[config.mk]
export PLATFORM = sky130hd
export DESIGN_NAME = mem_port_arbiter
export DESIGN_NICKNAME = d
export VERILOG_FILES = /design/src/rtl/mem_port_arbiter.sv
export SDC_FILE = /design/constraint.sdc
export NUM_CORES = 1
export LEC_CHECK = 0
export ABC_AREA = 1
export CELL_PAD_IN_SITES_DETAIL_PLACEMENT = 2
export CELL_PAD_IN_SITES_GLOBAL_PLACEMENT = 2
export CORE_MARGIN = 2
export CORE_UTILIZATION = 17
export DETAILED_ROUTE_END_ITERATION = 16
export PLACE_DENSITY_LB_ADDON = 0.1
export SLEW_MARGIN = 5
export SYNTH_ARGS = -nofsm -noshare
export SYNTH_HDL_FRONTEND = slang
export SYNTH_SLANG_ARGS = --single-unit
[constraint.sdc]
create_clock -name clk -period 2 [get_ports clk]
set_input_delay 0.4 -clock clk [delete_from_list [all_inputs] [get_ports clk]]
set_output_delay 0.4 -clock clk [all_outputs]
set_load 0.02 [all_outputs]
[src/rtl/mem_port_arbiter.sv]
// mem_port_arbiter: shares one single-port memory between an instruction
// fetch port and a data (MEM stage) port through a three-state FSM
// (IDLE, FETCH, DATA).
//
// Handshake: each requester raises its req with stable address/data and
// holds it until its valid pulses. The memory side sees mem_req with stable
// mem_we/mem_addr/mem_wdata until mem_ready is sampled high. mem_ready
// completes the access in that same cycle. Each access takes at least
// 2 cycles, and at least one IDLE cycle separates consecutive grants.
//
// Optional feature: define MEM_ARB_STARVE_GUARD_EN to count consecutive
// data grants made while a fetch waits. When the count reaches
// STARVE_LIMIT, the next arbitration is forced to FETCH. Without the
// macro, data has strict priority.
//
// dbg_state exposes the FSM state (0 IDLE, 1 FETCH, 2 DATA).
module mem_port_arbiter #(
  parameter int AW           = 32,
  parameter int DW           = 32,
  parameter int STARVE_LIMIT = 4
) (
  input  logic          clk,
  input  logic          reset,
  input  logic          if_req,
  input  logic [AW-1:0] if_addr,
  output logic [DW-1:0] if_rdata,
  output logic          if_valid,
  output logic          if_stall,
  input  logic          dm_req,
  input  logic          dm_we,
  input  logic [AW-1:0] dm_addr,
  input  logic [DW-1:0] dm_wdata,
  output logic [DW-1:0] dm_rdata,
  output logic          dm_valid,
  output logic          dm_stall,
  output logic          mem_req,
  output logic          mem_we,
  output logic [AW-1:0] mem_addr,
  output logic [DW-1:0] mem_wdata,
  input  logic [DW-1:0] mem_rdata,
  input  logic          mem_ready,
  output logic [1:0]    dbg_state
);

  typedef enum logic [1:0] {
    IDLE  = 2'd0,
    FETCH = 2'd1,
    DATA  = 2'd2
  } state_t;

  state_t state;
  logic   force_fetch;
  logic   grant_data;

  // Data wins arbitration unless the starvation guard forces a fetch.
  assign grant_data = dm_req && !force_fetch;

`ifdef MEM_ARB_STARVE_GUARD_EN
  localparam int CW = $clog2(STARVE_LIMIT + 2);
  logic [CW-1:0] starve_cnt;

  assign force_fetch = if_req && (starve_cnt == CW'(STARVE_LIMIT));

  // Count data grants made over a waiting fetch; clear on a fetch grant
  // or on any IDLE cycle where no fetch is waiting.
  always_ff @(posedge clk) begin
    if (reset) begin
      starve_cnt <= '0;
    end else if (state == IDLE) begin
      if (!if_req) begin
        starve_cnt <= '0;
      end else if (grant_data) begin
        starve_cnt <= starve_cnt + CW'(1);
      end else begin
        starve_cnt <= '0;
      end
    end
  end
`else
  assign force_fetch = 1'b0;

  // STARVE_LIMIT has no effect in this build; this block only references it.
  if (STARVE_LIMIT < 0) begin : g_limit_unused
  end
`endif

  // Arbitration FSM with registered memory-side request, address and data.
  always_ff @(posedge clk) begin
    if (reset) begin
      state     <= IDLE;
      mem_req   <= 1'b0;
      mem_we    <= 1'b0;
      mem_addr  <= '0;
      mem_wdata <= '0;
    end else begin
      case (state)
        IDLE: begin
          if (grant_data) begin
            state     <= DATA;
            mem_req   <= 1'b1;
            mem_we    <= dm_we;
            mem_addr  <= dm_addr;
            mem_wdata <= dm_wdata;
          end else if (if_req) begin
            state    <= FETCH;
            mem_req  <= 1'b1;
            mem_we   <= 1'b0;
            mem_addr <= if_addr;
          end else begin
            mem_req <= 1'b0;
          end
        end
        FETCH, DATA: begin
          if (mem_ready) begin
            state   <= IDLE;
            mem_req <= 1'b0;
          end
        end
        default: begin
          state   <= IDLE;
          mem_req <= 1'b0;
        end
      endcase
    end
  end

  // Completion is combinational on mem_ready; masked while reset is high so
  // an abandoned access never reports completion.
  assign if_valid  = !reset && (state == FETCH) && mem_ready;
  assign dm_valid  = !reset && (state == DATA) && mem_ready;
  assign if_stall  = if_req && !if_valid;
  assign dm_stall  = dm_req && !dm_valid;
  assign if_rdata  = mem_rdata;
  assign dm_rdata  = mem_rdata;
  assign dbg_state = state;

endmodule
==> impl_metrics.yaml, run 1 <==
placed_design:
  hpwl_um: 9350
  dp_slack_ns: -0.231
  numPlacedInstances: 843
  post_dp_cell_area_mm2: 0.00490
  port_buffers: 173
  gp_congestion: 0.700
final_layout:
  finalNonFillerCells: 859
  ff_latch_area_mm2: 0.00136
  multi_input_area_mm2: 0.00131
  utilization: 0.268
  nets: 726
  fillCellCount: 2309
  drive_above_1_share: 0.0589
  num_antenna_cells: 0
  areaGrowthSynthToFinish_pct: 55.2
  finalInstanceArea_mm2: 0.00520
worst_setup_path:
  path_buf_inv: 3
  cp_cell_sequence: "clkdlybuf4s50_1 -> inv_2 -> nand2_1 -> nor2_1 -> dlygate4sd2_1"
  end_kind: "primary output"
  r2r-start: "dbg_state[0]$_SDFFE_PP0P_"
  worstPathMaxFanout: 4
  r2r_cells: 6
  reg2reg_to: "mem_req$_SDFFE_PP0P_"
  crit_family: "buffers and inverters"
  max_stage_delay_ns: 0.45
  regToRegSetupSlack_ns: 0.40
  criticalPathCategory: "in2out"
  startpoint: "reset"
  cp.required_ns: 1.60
  cpMaxStageDelayCell: "clkdlybuf4s50_1"
  startpoint_type: "input pin"
  cp_data_arrival_time_ns: 1.49
timing:
  fin_worst_skew_ns: 0.00556
  min_period_ns: 1.89
  final.setup.worst_slack_ns: 0.108
  fmax_mhz: 529
  rsz0062_at_grt: "no"
  period_share: 0.946
  slew_violations: 0
  hold_viol: 0
  worstMarginPinSlew_ns: 0.626
  slew_headroom: 0.582
  finalSetupViolCount: 0
global_routing:
  grtUsageTotal: 0.120
  overflow: 0
  grt_antenna_before_repair: 0
  grt_start_max_net_pins: 65
  grt_pass1_vias: 3571
  grt_pass1_wl_um: 18900
clock_network:
  cts_hold_buffers: 0
  cts_made_buffers: 9
  root_buffer: "clkbuf_16"
  clock_sinks: 68
  htree_levels: 3
  clk_latency_ns: 0.33
  cts_tree: "done"
  cts.clk_slew.worst_paths_ns: 0.06
  clockBufferDepth: 2
route:
  dr.pass1.iters: 6
  dr_total_vias: 3339
  wirelength_um: 12200
  wl_per_cell_um: 14.2
  avgViaCountPerCell: 3.89
  ant_nets: 0
  drtIter0Drc: 105
  drcViolationCount: 0
outcome:
  status: "finished, final reports clean"
run:
  cap_violations: 0
floorplan:
  rows: 51
  coreArea_mm2: 0.0194
  dieArea_mm2: 0.0208
  die_y_um: 144
  num_io_pins: 270
  initial_core_util: 0.173
  die_w_um: 144
min_path:
  holdPathStages: 2
  worstHoldEndpoint: "mem_we$_SDFFE_PP0P_"
  hold_start: "mem_we$_SDFFE_PP0P_"
  hold_class: "reg2reg"
yosys:
  syn-mean-instance-area_um2: 6.93
  synth_cells: 483
  ys_seq_elements: 68
  synth_cell_types: 17
  seq_area_frac_synth: 0.407
  yosysWarnings: 0
  synth_nets: 620
  syn_area_mm2: 0.00335
pwr:
  leakage_uw: 0.00218
  ir_drop_uv: 306
  power_density_mw_per_mm2: 848
[layer usage]
layer  up-vias  global-route usage  part of all wire
met5         -                   0                 0
li1       1647                   -                 -
met2       132               0.200              0.47
met1      1551               0.136              0.42
met4         0              0.0358             0.010
met3         9              0.0576              0.10
[cell families after synthesis]
group                      synth area share
and+or+nand+nor                       0.271
buffers and inverters                 0.202
AOI/OAI and AO/OA                     0.109
DFF                                   0.407
adders and majority gates            0.0112
[state kept, by name, summed over array words and instances, names as in the netlist]
signal / cells
mem_we: 1
mem_wdata: 32
dbg_state: 2
mem_addr: 32
mem_req: 1
[worst max-delay path by stage]
stage                     to  cells past startpoint
global placement    dm_stall                      6
CTS                 dm_stall                      6
floorplan           dm_stall                      5
finish              dm_valid                      5
detailed placement  dm_stall                      6
global route        dm_valid                      5
[repair_timing]
action                     in CTS  in global routing
pin swaps                       0                  0
setup endpoints to repair       4                  2
setup buffers                   0                  0
resized for setup               5                  4
[worst register-to-register path: stages, from the launching register on]
cell	delay, ns
dfxtp_1	0.34
inv_1	0.09
ha_1	0.27
o21ai_4	0.09
inv_2	0.47
nand2_1	0.11
a21oi_1	0.14
[cell type report]
class,instances,share of cell area
inverter,11,0.00795
multi-input combinational,314,0.252
sequential,68,0.262
clock buffer,12,0.0494
tap,265,0.0638
timing repair buffer,185,0.355
clock inverter,4,0.00915
[cells in the final DEF, fill, tap and decap left out, types with 2 or more instances in the layout]
| master | n |
|---|---|
| clkdlybuf4s50_1 | 169 |
| nor2_1 | 131 |
| nand2_1 | 106 |
| dfxtp_1 | 68 |
| o21ai_0 | 65 |
| clkbuf_16 | 9 |
| buf_4 | 9 |
| inv_1 | 7 |
| inv_2 | 4 |
| a21oi_1 | 4 |
| ha_1 | 3 |
| buf_12 | 3 |
| clkinv_2 | 2 |
| clkbuf_8 | 2 |
| clkbuf_2 | 2 |
| dlygate4sd2_1 | 2 |
[synthesized netlist by cell type]
master | number | area (µm²)
nor2_1 | 131 | 492
nand2_1 | 106 | 398
buf_4 | 68 | 510
dfxtp_1 | 68 | 1360
o21ai_0 | 66 | 330
clkbuf_1 | 9 | 33.8
buf_2 | 8 | 40.0
inv_1 | 8 | 30.0
a21oi_1 | 4 | 20.0
buf_6 | 4 | 45.0
ha_1 | 3 | 37.5
inv_2 | 3 | 11.3
clkbuf_2 | 1 | 5.00
nand2_2 | 1 | 6.26
nand3_1 | 1 | 5.00
nand4_1 | 1 | 6.26
o21ai_4 | 1 | 16.3
[report_power, final]
group | leakage [µW] | total (µW) | internal (µW) | switching (µW)
registers | 0.000565 | 1590 | 1510 | 79.7
logic | 0.00146 | 1190 | 580 | 612
clock network | 0.000149 | 1630 | 1030 | 596
[metrics by stage]
stage	total power [µW]	hold WS [ns]	TNS, ns
2_1_floorplan	2360	0.469	0
3_3_place_gp	2820	0.452	-0.677
3_5_place_dp	2850	0.481	-0.863
4_1_cts	4530	0.495	0
5_1_grt	4710	0.514	0
6_report	4400	0.480	0
No activity file was read; power rests on OpenSTA's default activity.
==> inputs of run 2 (changes only) <==
- CORE_UTILIZATION: 17 -> 32
- DONT_BUFFER_PORTS: default -> 1
==> impl_metrics.yaml, run 2 (synthesis gave the netlist of run 1 again) <==
final_layout:
  finalNonFillerCells: 556
  num_antenna_cells: 0
  nets: 552
  drive_above_1_share: 0.0762
  final_common_cell: "nor2_1"
  final_cell_mix: "nor2_1 (131), nand2_1 (106), dfxtp_1 (68), o21ai_0 (66), buf_4 (11)"
  areaGrowthSynthToFinish_pct: -4.67
worst_setup_path:
  r2r-start: "dbg_state[1]$_SDFFE_PP0P_"
  cp_data_arrival_time_ns: 1.37
  r2r_cells: 7
  worstPathMaxFanout: 3
  cp.required_ns: 1.60
  criticalPathCategory: "reg2out"
  reg2reg_to: "mem_addr[8]$_SDFFE_PP0P_"
  cp_cell_sequence: "buf_4 -> ha_1 -> inv_1 -> o21ai_0 -> inv_1"
  max_stage_delay_ns: 0.33
  path_common_cell: "inv_1"
  cpMaxStageDelayCell: "dfxtp_1"
  regToRegSetupSlack_ns: 0.50
  end_kind: "primary output"
  startpoint_type: "flip-flop"
floorplan:
  initial_core_util: 0.327
  rows: 37
  die_y_um: 106
  dieArea_mm2: 0.0113
  num_io_pins: 270
  die_w_um: 106
  coreArea_mm2: 0.0102
timing:
  min_period_ns: 1.77
  finalSetupViolCount: 0
  hold_viol: 0
  rsz0062_at_grt: "no"
  slew_headroom: 0.592
  slew_violations: 0
  period_share: 0.886
  fin_setup_tns_ns: 0
  fmax_mhz: 564
  fin_worst_skew_ns: 0.00973
  worstMarginPinSlew_ns: 0.611
route:
  drcViolationCount: 0
  ant_nets: 0
  avgViaCountPerCell: 4.81
  wl_per_cell_um: 16.9
  dr_total_vias: 2673
  drtIter0Drc: 51
  dr.pass1.iters: 3
  wirelength_um: 9420
placed_design:
  gp_congestion: 0.742
  hpwl_um: 6900
  port_buffers: 0
  numPlacedInstances: 540
global_routing:
  grt-busiest-layer: "met2"
  use_met2: 0.293
  use_met1: 0.181
  grtUsageTotal: 0.174
  grt_pass1_vias: 2907
  grtUsageMet3: 0.0871
  grt_start_max_net_pins: 38
  overflow: 0
  grt_pass1_wl_um: 15100
  grt_antenna_before_repair: 0
clock_network:
  htree_levels: 3
  cts.clk_slew.worst_paths_ns: 0.07
  cts_tree: "done"
  clock_sinks: 68
  clk_latency_ns: 0.35
  cts_hold_buffers: 0
  cts_made_buffers: 9
  cts_setup_buffers: 0
  ctsResizeCount: 0
  root_buffer: "clkbuf_8"
  clockBufferDepth: 2
pwr:
  leakage_uw: 0.00146
  power_density_mw_per_mm2: 1110
  ir_drop_uv: 300
  p_total_uw: 3530
min_path:
  hold_start: "reset"
  worstHoldEndpoint: "mem_req$_SDFFE_PP0P_"
  holdPathStages: 1
  hold_class: "in2reg"
outcome:
  status: "finished, final reports clean"
run:
  cap_violations: 0
run 2: cell count changes in the layout (fill, tap and decap cells not counted), sizes merged:
| cell | change |
|---|---|
| dlygate4sd2 | -2 |
| clkdlybuf4s50 | -169 |
| buf | -1 |
| clkinv | +2 |
| bufinv | +1 |
| clkinvlp | -1 |
| clkbuf | -4 |
run 2: per-stage QoR:
stage	cell area, µm²	hold WS (ns)	util	worst slack, ns
after detailed placement	2970	0.477	0.290	0.463
after floorplan	3350	0.469	-	0.581
after CTS	3190	0.0946	0.312	0.178
final	3190	0.116	0.312	0.228
after global routing	3190	0.0927	0.312	0.0904
after global placement	2970	0.472	0.290	0.578
run 2: critical path, delay by kind of cell, from the launching register on:
kind / cells / cell delay, ns
buf+inv: 3 / 0.37
flops: 1 / 0.33
fa+ha+maj: 1 / 0.16
compound gates: 1 / 0.17
run 2: cell type report:
cell class	instances	area, µm²
clock buffers	10	138
fillers	1246	7040
multi-input cells	314	1310
inverters	11	41.3
repair buffers	11	82.6
clock inverters	6	87.6
well taps	136	170
flip-flops and latches	68	1360
run 2: metal layers:
metal | vias to the layer above | routed length [µm] | share of wire
met5 | - | 0 | 0
met4 | 0 | 180 | 0.019
met3 | 12 | 1150 | 0.12
met2 | 141 | 4390 | 0.47
met1 | 1225 | 3710 | 0.39
li1 | 1295 | - | -
run 2: where the power goes:
part	total (µW)	internal, µW	switching (µW)
Clock	1280	736	544
Combinational	457	155	302
Sequential	1800	1510	291
run 2: worst max path at each step:
stage	slack [ns]	end	cells past startpoint	startpoint
detailed placement	0.46	mem_addr[8]$_SDFFE_PP0P_	7	dbg_state[1]$_SDFFE_PP0P_
global placement	0.58	mem_addr[19]$_SDFFE_PP0P_	7	dbg_state[0]$_SDFFE_PP0P_
CTS	0.18	if_stall	5	dbg_state[0]$_SDFFE_PP0P_
floorplan	0.58	dm_stall	5	dbg_state[0]$_SDFFE_PP0P_
global route	0.09	if_stall	5	dbg_state[0]$_SDFFE_PP0P_
finish	0.23	if_stall	5	dbg_state[0]$_SDFFE_PP0P_
==> inputs of run 3 (changes only) <==
- CORE_ASPECT_RATIO: default -> 2
==> impl_metrics.yaml, run 3 (synthesis gave the netlist of run 1 again) <==
floorplan:
  die_y_um: 149
  dieArea_mm2: 0.0113
  die_w_um: 76.3
  coreArea_mm2: 0.0101
  rows: 52
  initial_core_util: 0.330
  num_io_pins: 270
timing:
  slew_headroom: 0.583
  period_share: 0.876
  rsz0062_at_grt: "no"
  min_period_ns: 1.75
  fmax_mhz: 571
  fin_setup_tns_ns: 0
  finalSetupViolCount: 0
  final.setup.worst_slack_ns: 0.248
  hold_viol: 0
  slew_violations: 0
  fin_worst_skew_ns: 0.00445
  worstMarginPinSlew_ns: 0.625
placed_design:
  post_dp_cell_area_mm2: 0.00297
  port_buffers: 0
  dp_slack_ns: 0.467
  hpwl_um: 7370
  gp_congestion: 0.726
pwr:
  leakage_uw: 0.00150
  power_density_mw_per_mm2: 1180
  ir_drop_uv: 452
worst_setup_path:
  worstPathMaxFanout: 3
  startpoint_type: "flip-flop"
  end_kind: "primary output"
  cp.required_ns: 1.60
  criticalPathCategory: "reg2out"
  cp_data_arrival_time_ns: 1.35
final_layout:
  final_common_cell: "nor2_1"
  nets: 551
  num_antenna_cells: 0
  drive_above_1_share: 0.0716
  areaGrowthSynthToFinish_pct: -2.20
  finalInstanceArea_mm2: 0.00327
  final_cell_mix: "nor2_1 (131), nand2_1 (106), dfxtp_1 (68), o21ai_0 (66)"
route:
  wl_per_cell_um: 17.7
  wirelength_um: 9800
  drtIter0Drc: 51
  drcViolationCount: 0
  ant_nets: 0
  dr_total_vias: 2731
  dr.pass1.iters: 4
  avgViaCountPerCell: 4.93
clock_network:
  cts_tree: "done"
  cts.clk_slew.worst_paths_ns: 0.06
  cts_setup_buffers: 0
  cts_made_buffers: 9
  clock_sinks: 68
  ctsResizeCount: 0
  clockBufferDepth: 2
  root_buffer: "clkbuf_16"
  cts_hold_buffers: 0
  htree_levels: 3
  clk_latency_ns: 0.33
global_routing:
  grt_start_max_net_pins: 42
  grt_pass1_wl_um: 15200
  overflow: 0
  grt_antenna_before_repair: 0
  grtUsageTotal: 0.174
  grt_pass1_vias: 2893
run:
  cap_violations: 0
min_path:
  hold_class: "in2reg"
outcome:
  status: "finished, final reports clean"
## run 3: cell types whose count changed in the layout (fill, tap and decap cells not counted), sizes merged
cell | before | now
clkinv | 4 | 2
bufinv | 2 | 1
clkinvlp | 0 | 1
buf | 11 | 10
clkbuf | 10 | 12
## run 3: where the power goes
group | switching [µW] | internal, µW
Sequential | 295 | 1510
Clock | 579 | 1030
Combinational | 300 | 159
Total | 1170 | 2700
## run 3: final timing paths
kind	from	to	slack (ns)	depth (start not counted)
worst min-delay path	reset	mem_we$_SDFFE_PP0P_	0.13	1
worst max register to register	dbg_state[0]$_SDFFE_PP0P_	mem_addr[16]$_SDFFE_PP0P_	0.50	7
worst min register to register	mem_we$_SDFFE_PP0P_	mem_we$_SDFFE_PP0P_	0.57	2
worst max-delay path	dbg_state[0]$_SDFFE_PP0P_	if_stall	0.25	5
## run 3: area by class of cell
type                       count  area [µm²]
timing repair buffer          10        87.6
sequential                    68        1360
multi-input combinational    314        1310
tap                          135         169
clock buffer                  12         256
clock inverter                 4        47.5
fill                        1246        6880
inverter                      11        41.3
## run 3: per-stage QoR
| stage | utilization | instances | power [µW] | hold WS, ns |
|---|---|---|---|---|
| global placement | 0.293 | 538 | 2300 | 0.470 |
| global route | 0.323 | 554 | 4090 | 0.115 |
| detailed placement | 0.293 | 538 | 2320 | 0.473 |
| finish | 0.323 | 554 | 3870 | 0.129 |
| floorplan | - | 483 | 2360 | 0.469 |
| CTS | 0.323 | 554 | 3960 | 0.113 |
## run 3: metal layers
metal	up-vias	track usage	routed length, µm
met4	0	0.0955	280
li1	1298	-	-
met1	1269	0.146	3070
met3	34	0.0686	858
met5	-	0	0
met2	130	0.340	5590
## run 3: worst max-delay path: stages, from the launching register on
cell     delay, ns
dfxtp_1       0.33
buf_4         0.17
ha_1          0.15
inv_1         0.05
o21ai_0       0.18
inv_1         0.14
==> RTL edit 1 (config.mk and constraints of run 3) <==
The option `MEM_ARB_STARVE_GUARD_EN` is turned on by a define.
--- a/src/rtl/mem_port_arbiter.sv
+++ b/src/rtl/mem_port_arbiter.sv
@@ -14,6 +14,8 @@
 // macro, data has strict priority.
 //
 // dbg_state exposes the FSM state (0 IDLE, 1 FETCH, 2 DATA).
+`define MEM_ARB_STARVE_GUARD_EN
+
 module mem_port_arbiter #(
   parameter int AW           = 32,
   parameter int DW           = 32,
Formal check against the unedited RTL: not equivalent (Yosys sat finds a counterexample within 10 cycles, from zero or initial values and one cycle with reset high).
==> RTL edit 1 against run 3 <==
  * Via count is 22% higher
  * Die area is 16% higher
  * Total power is 6.5% higher
  * Synthesized area is 17% higher
  * Critical path type unchanged
  * Highest routed layer unchanged
  * Register-to-register slack worse by 0.14 ns
  * Sequential share of layout area is 4.5 points lower
  * Final area is 17% higher
  * Sequential cell count is 3 higher
  * Largest power group unchanged
  * Routed wire length is 14% higher
  * Worst setup slack worse by 0.0096 ns
  * Synthesized cell count is 26% higher
  * Critical endpoint is now if_valid
==> RTL edit 1: results (changes against run 3) <==
| Metric | Value |
|---|---|
| Outcome | finished clean |
| WHS Endpoint | starve_cnt[2] |
| Seq/Total Area, Yosys | 36.3% (-4.3 points) |
| Combinational power share | 15.1% (+3.3 points) |
| Worst setup endpoint | if_valid |
| Met1 Wirelength | 3600 µm (+17%) |
| Unique masters post-synth | 21 (+4) |
| P_leak | 2.02 nW (+35%) |
| RR Endpoint | mem_addr[14] |
| Pwr Total | 4.12 mW (+6.5%) |
| P_sw | 1.33 mW (+13%) |
| Compound-gate portion of the synthesized area | 1.41% (-9.5 points) |
| Placed cell areas | 3530 µm² (+19%) |
| Met2 Track Usage GR | 31.7% (-2.3 points) |
| Worst Skew | 0.00743 ns (+0.00297 ns) |
| HPWL after DPL | 8420 µm (+14%) |
| Wire length on met3 | 1110 µm (+29%) |
| Fillers | 1532 (+23%) |
| R2r setup slk | 0.36 ns (-0.14 ns) |
| Syn_area_per_cell | 6.42 µm² (-7.4%) |
| Global-route wire length before repair | 17700 µm (+16%) |
| Placed instance count | 669 (+24%) |
| Largest net degree at the start of global routing | 67 (+60%) |
| Area contributors post-synth | dfxtp_1 36%, buf_4 14%, nand2_1 13%, nor2_1 13%, nand3_1 8.2% |
| Share of layout cells above drive strength 1 | 5.39% (-1.8 points) |
| Sequential power | 1.90 mW (+6%) |
| Met2 Wirelength | 6280 µm (+12%) |
| Total GRT Usage | 17.4% (-0.079 points) |
| Hold slack | 0.162 ns (+0.0338 ns) |
| Dpl ws | 0.327 ns (-0.140 ns) |
| Vias post-DR | 3343 (+22%) |
| Initial DRC Count | 44 (-14%) |
| Slew HR | 72.5% (+14 points) |
| Die X | 82.2 µm (+7.7%) |
| Adder-cell area share of the yosys netlist | 1.60% (+0.48 points) |
| Vias per Instance | 4.88 (-1.0%) |
| Post-Synth XOR/XNOR Area | 0.224% (+0.22 points) |
| R2R cell count | 9 (+2) |
| Post-DR wirelength/cell | 16.4 µm (-7.4%) |
| Final GP Congestion | 0.722 (-0.58%) |
RTL edit 1: layout make-up:
cell class	count	area, µm²	area share, %
clock buffers	10	239	6.24
clock inverters	6	60.1	1.57
inverters	80	300	7.84
multi-input cells	364	1550	40.4
flip-flops and latches	71	1420	37.1
well taps	147	184	4.80
repair buffers	7	77.6	2.03
RTL edit 1: cells by family (layout without fill, tap and decap cells):
family / count (synthesis) / after routing
xor gates and xnor gates: 1 / 1
adders and majority gates: 5 / 5
DFF: 71 / 71
and+or+nand+nor: 347 / 347
AOI/OAI and AO/OA: 11 / 11
buffers and inverters: 175 / 103
RTL edit 1: worst register-to-register path: cells and delay by family, from the launching register on:
family                     cells  cell delay, ns
DFF                            1            0.31
adders and majority gates      1            0.23
buffers and inverters          3            0.45
and+or+nand+nor                5            0.61
==> RTL edit 2 (flow settings as in run 3) <==
Without the edit above. Put one more register stage on the output `dbg_state`, with the module's reset. The value now appears one clock later. The other outputs are not delayed to match.
--- a/src/rtl/mem_port_arbiter.sv
+++ b/src/rtl/mem_port_arbiter.sv
@@ -132,6 +132,12 @@
   assign dm_stall  = dm_req && !dm_valid;
   assign if_rdata  = mem_rdata;
   assign dm_rdata  = mem_rdata;
-  assign dbg_state = state;
+  always_ff @(posedge clk) begin
+    if (reset) begin
+      dbg_state <= '0;
+    end else begin
+      dbg_state <= state;
+    end
+  end
 
 endmodule
Formal check against the unedited RTL: not equivalent (a bounded check fails within 4 cycles, from zero or initial values and one cycle with reset high).
==> RTL edit 2 against run 3 <==
  * Routed wire length grew 0.47%
  * Final area hardly changed
  * Worst setup slack better by 0.027 ns
  * Total power up 1.1%
  * Fmax increased by 1.6%
  * Synthesized area is 1.1% higher
  * Count of clock-buffer cells in the layout shrank 3
  * Hold slack better by 0.013 ns
  * Sequential cell count grew 2
  * Clock skew grew 0.0029 ns
  * First-iteration DRC count shrank 33%
  * Cell count grew 0.18%
  * Critical endpoint unchanged
==> RTL edit 2: results (changes against run 3) <==
| Metric | Value |
|---|---|
| Fillers | 1282 (+2.9%) |
| Placed instance count | 541 (+0.56%) |
| Largest net degree at the start of global routing | 42 (unchanged) |
| Final GP Congestion | 0.736 (+1.4%) |
| Total GRT Usage | 17.2% (-0.26 points) |
| Non-clk bufs | 7 (-3) |
| Multi-input logic area | 1320 µm² (+0.38%) |
| Vias in the first global route | 2939 (+1.6%) |
| Register area | 1400 µm² (+2.9%) |
| Crit path max-delay family | flip-flops |
| Adder-cell area share of the yosys netlist | 1.11% (-0.012 points) |
| Post-Layout Cell Count | 555 (+0.18%) |
| Layout clock area frac | 8.49% (-0.80 points) |
| Worst Skew | 0.00733 ns (+0.00288 ns) |
| WP data arrival | 1.32 ns (-0.03 ns) |
| Top post-synthesis cells by count | 133 x nor2_1, 107 x nand2_1, 70 x dfxtp_1, 67 x o21ai_0, 65 x buf_4 |
| Seq/Total Area, Yosys | 41.4% (+0.73 points) |
| CP max-delay cell | dfxtp_1 |
| Root Buffer | clkbuf_16 |
| Share of layout cells above drive strength 1 | 6.46% (-0.70 points) |
| P_sw | 1.23 mW (+4.6%) |
| Clock buffers | 9 (-3) |
| Data buffer area share | 1.99% (-0.69 points) |
| Dpl ws | 0.339 ns (-0.128 ns) |
| Compound-gate portion of the synthesized area | 10.8% (-0.12 points) |
| Maximum vdd drop | 0.397 mV (-12%) |
| Post-Synth XOR/XNOR Area | 0% (unchanged) |
| Placed cell areas | 3000 µm² (+0.84%) |
| Slew @ Worst Pin | 0.571 ns (-0.0536 ns) |
| TritonCTS sink count | 70 (+2.9%) |
| P_leak | 1.49 nW (-0.68%) |
| Initial DRC Count | 34 (-33%) |
| Syn_area_per_cell | 6.95 µm² (+0.29%) |
| Overall routed net length | 9840 µm (+0.47%) |
| Outcome | finished clean |
| Area contributors post-synth | dfxtp_1 41%, nor2_1 15%, buf_4 14%, nand2_1 12%, o21ai_0 9.9% |
| Unique masters post-synth | 16 (-1) |
| Mux share of post-synthesis cell area | 0% (unchanged) |
| Global-route wire length before repair | 15200 µm (-0.27%) |
| Syn Nets | 624 (+0.65%) |
| HPWL after DPL | 7480 µm (+1.5%) |
| Multi-In Gates | 316 (+0.64%) |
[RTL edit 2: layer usage]
| layer | vias up | GRT usage (%) | wire length (µm) |
|---|---|---|---|
| met2 | 137 | 31.7 | 5470 |
| met3 | 30 | 6.33 | 882 |
| met5 | - | 0 | 0 |
| met4 | 0 | 9.73 | 331 |
| li1 | 1298 | - | - |
| met1 | 1272 | 16.0 | 3160 |
[RTL edit 2: power by group through the flow]
stage	logic [mW]	clock network, mW	registers [mW]
finish	0.504	1.50	1.91
CTS	0.524	1.57	1.92
detailed placement	0.523	0	1.95
global route	0.610	1.62	1.93
floorplan	0.612	0	1.88
global placement	0.493	0	1.94
[RTL edit 2: path summary, 6_finish.rpt]
kind | slack (ns) | end | start | cells past startpoint
min | 0.14 | state[1] | reset | 1
max reg2reg | 0.38 | state[0] | state[1] | 7
max | 0.28 | if_stall | state[1] | 5
min reg2reg | 0.49 | state[1] | state[1] | 2
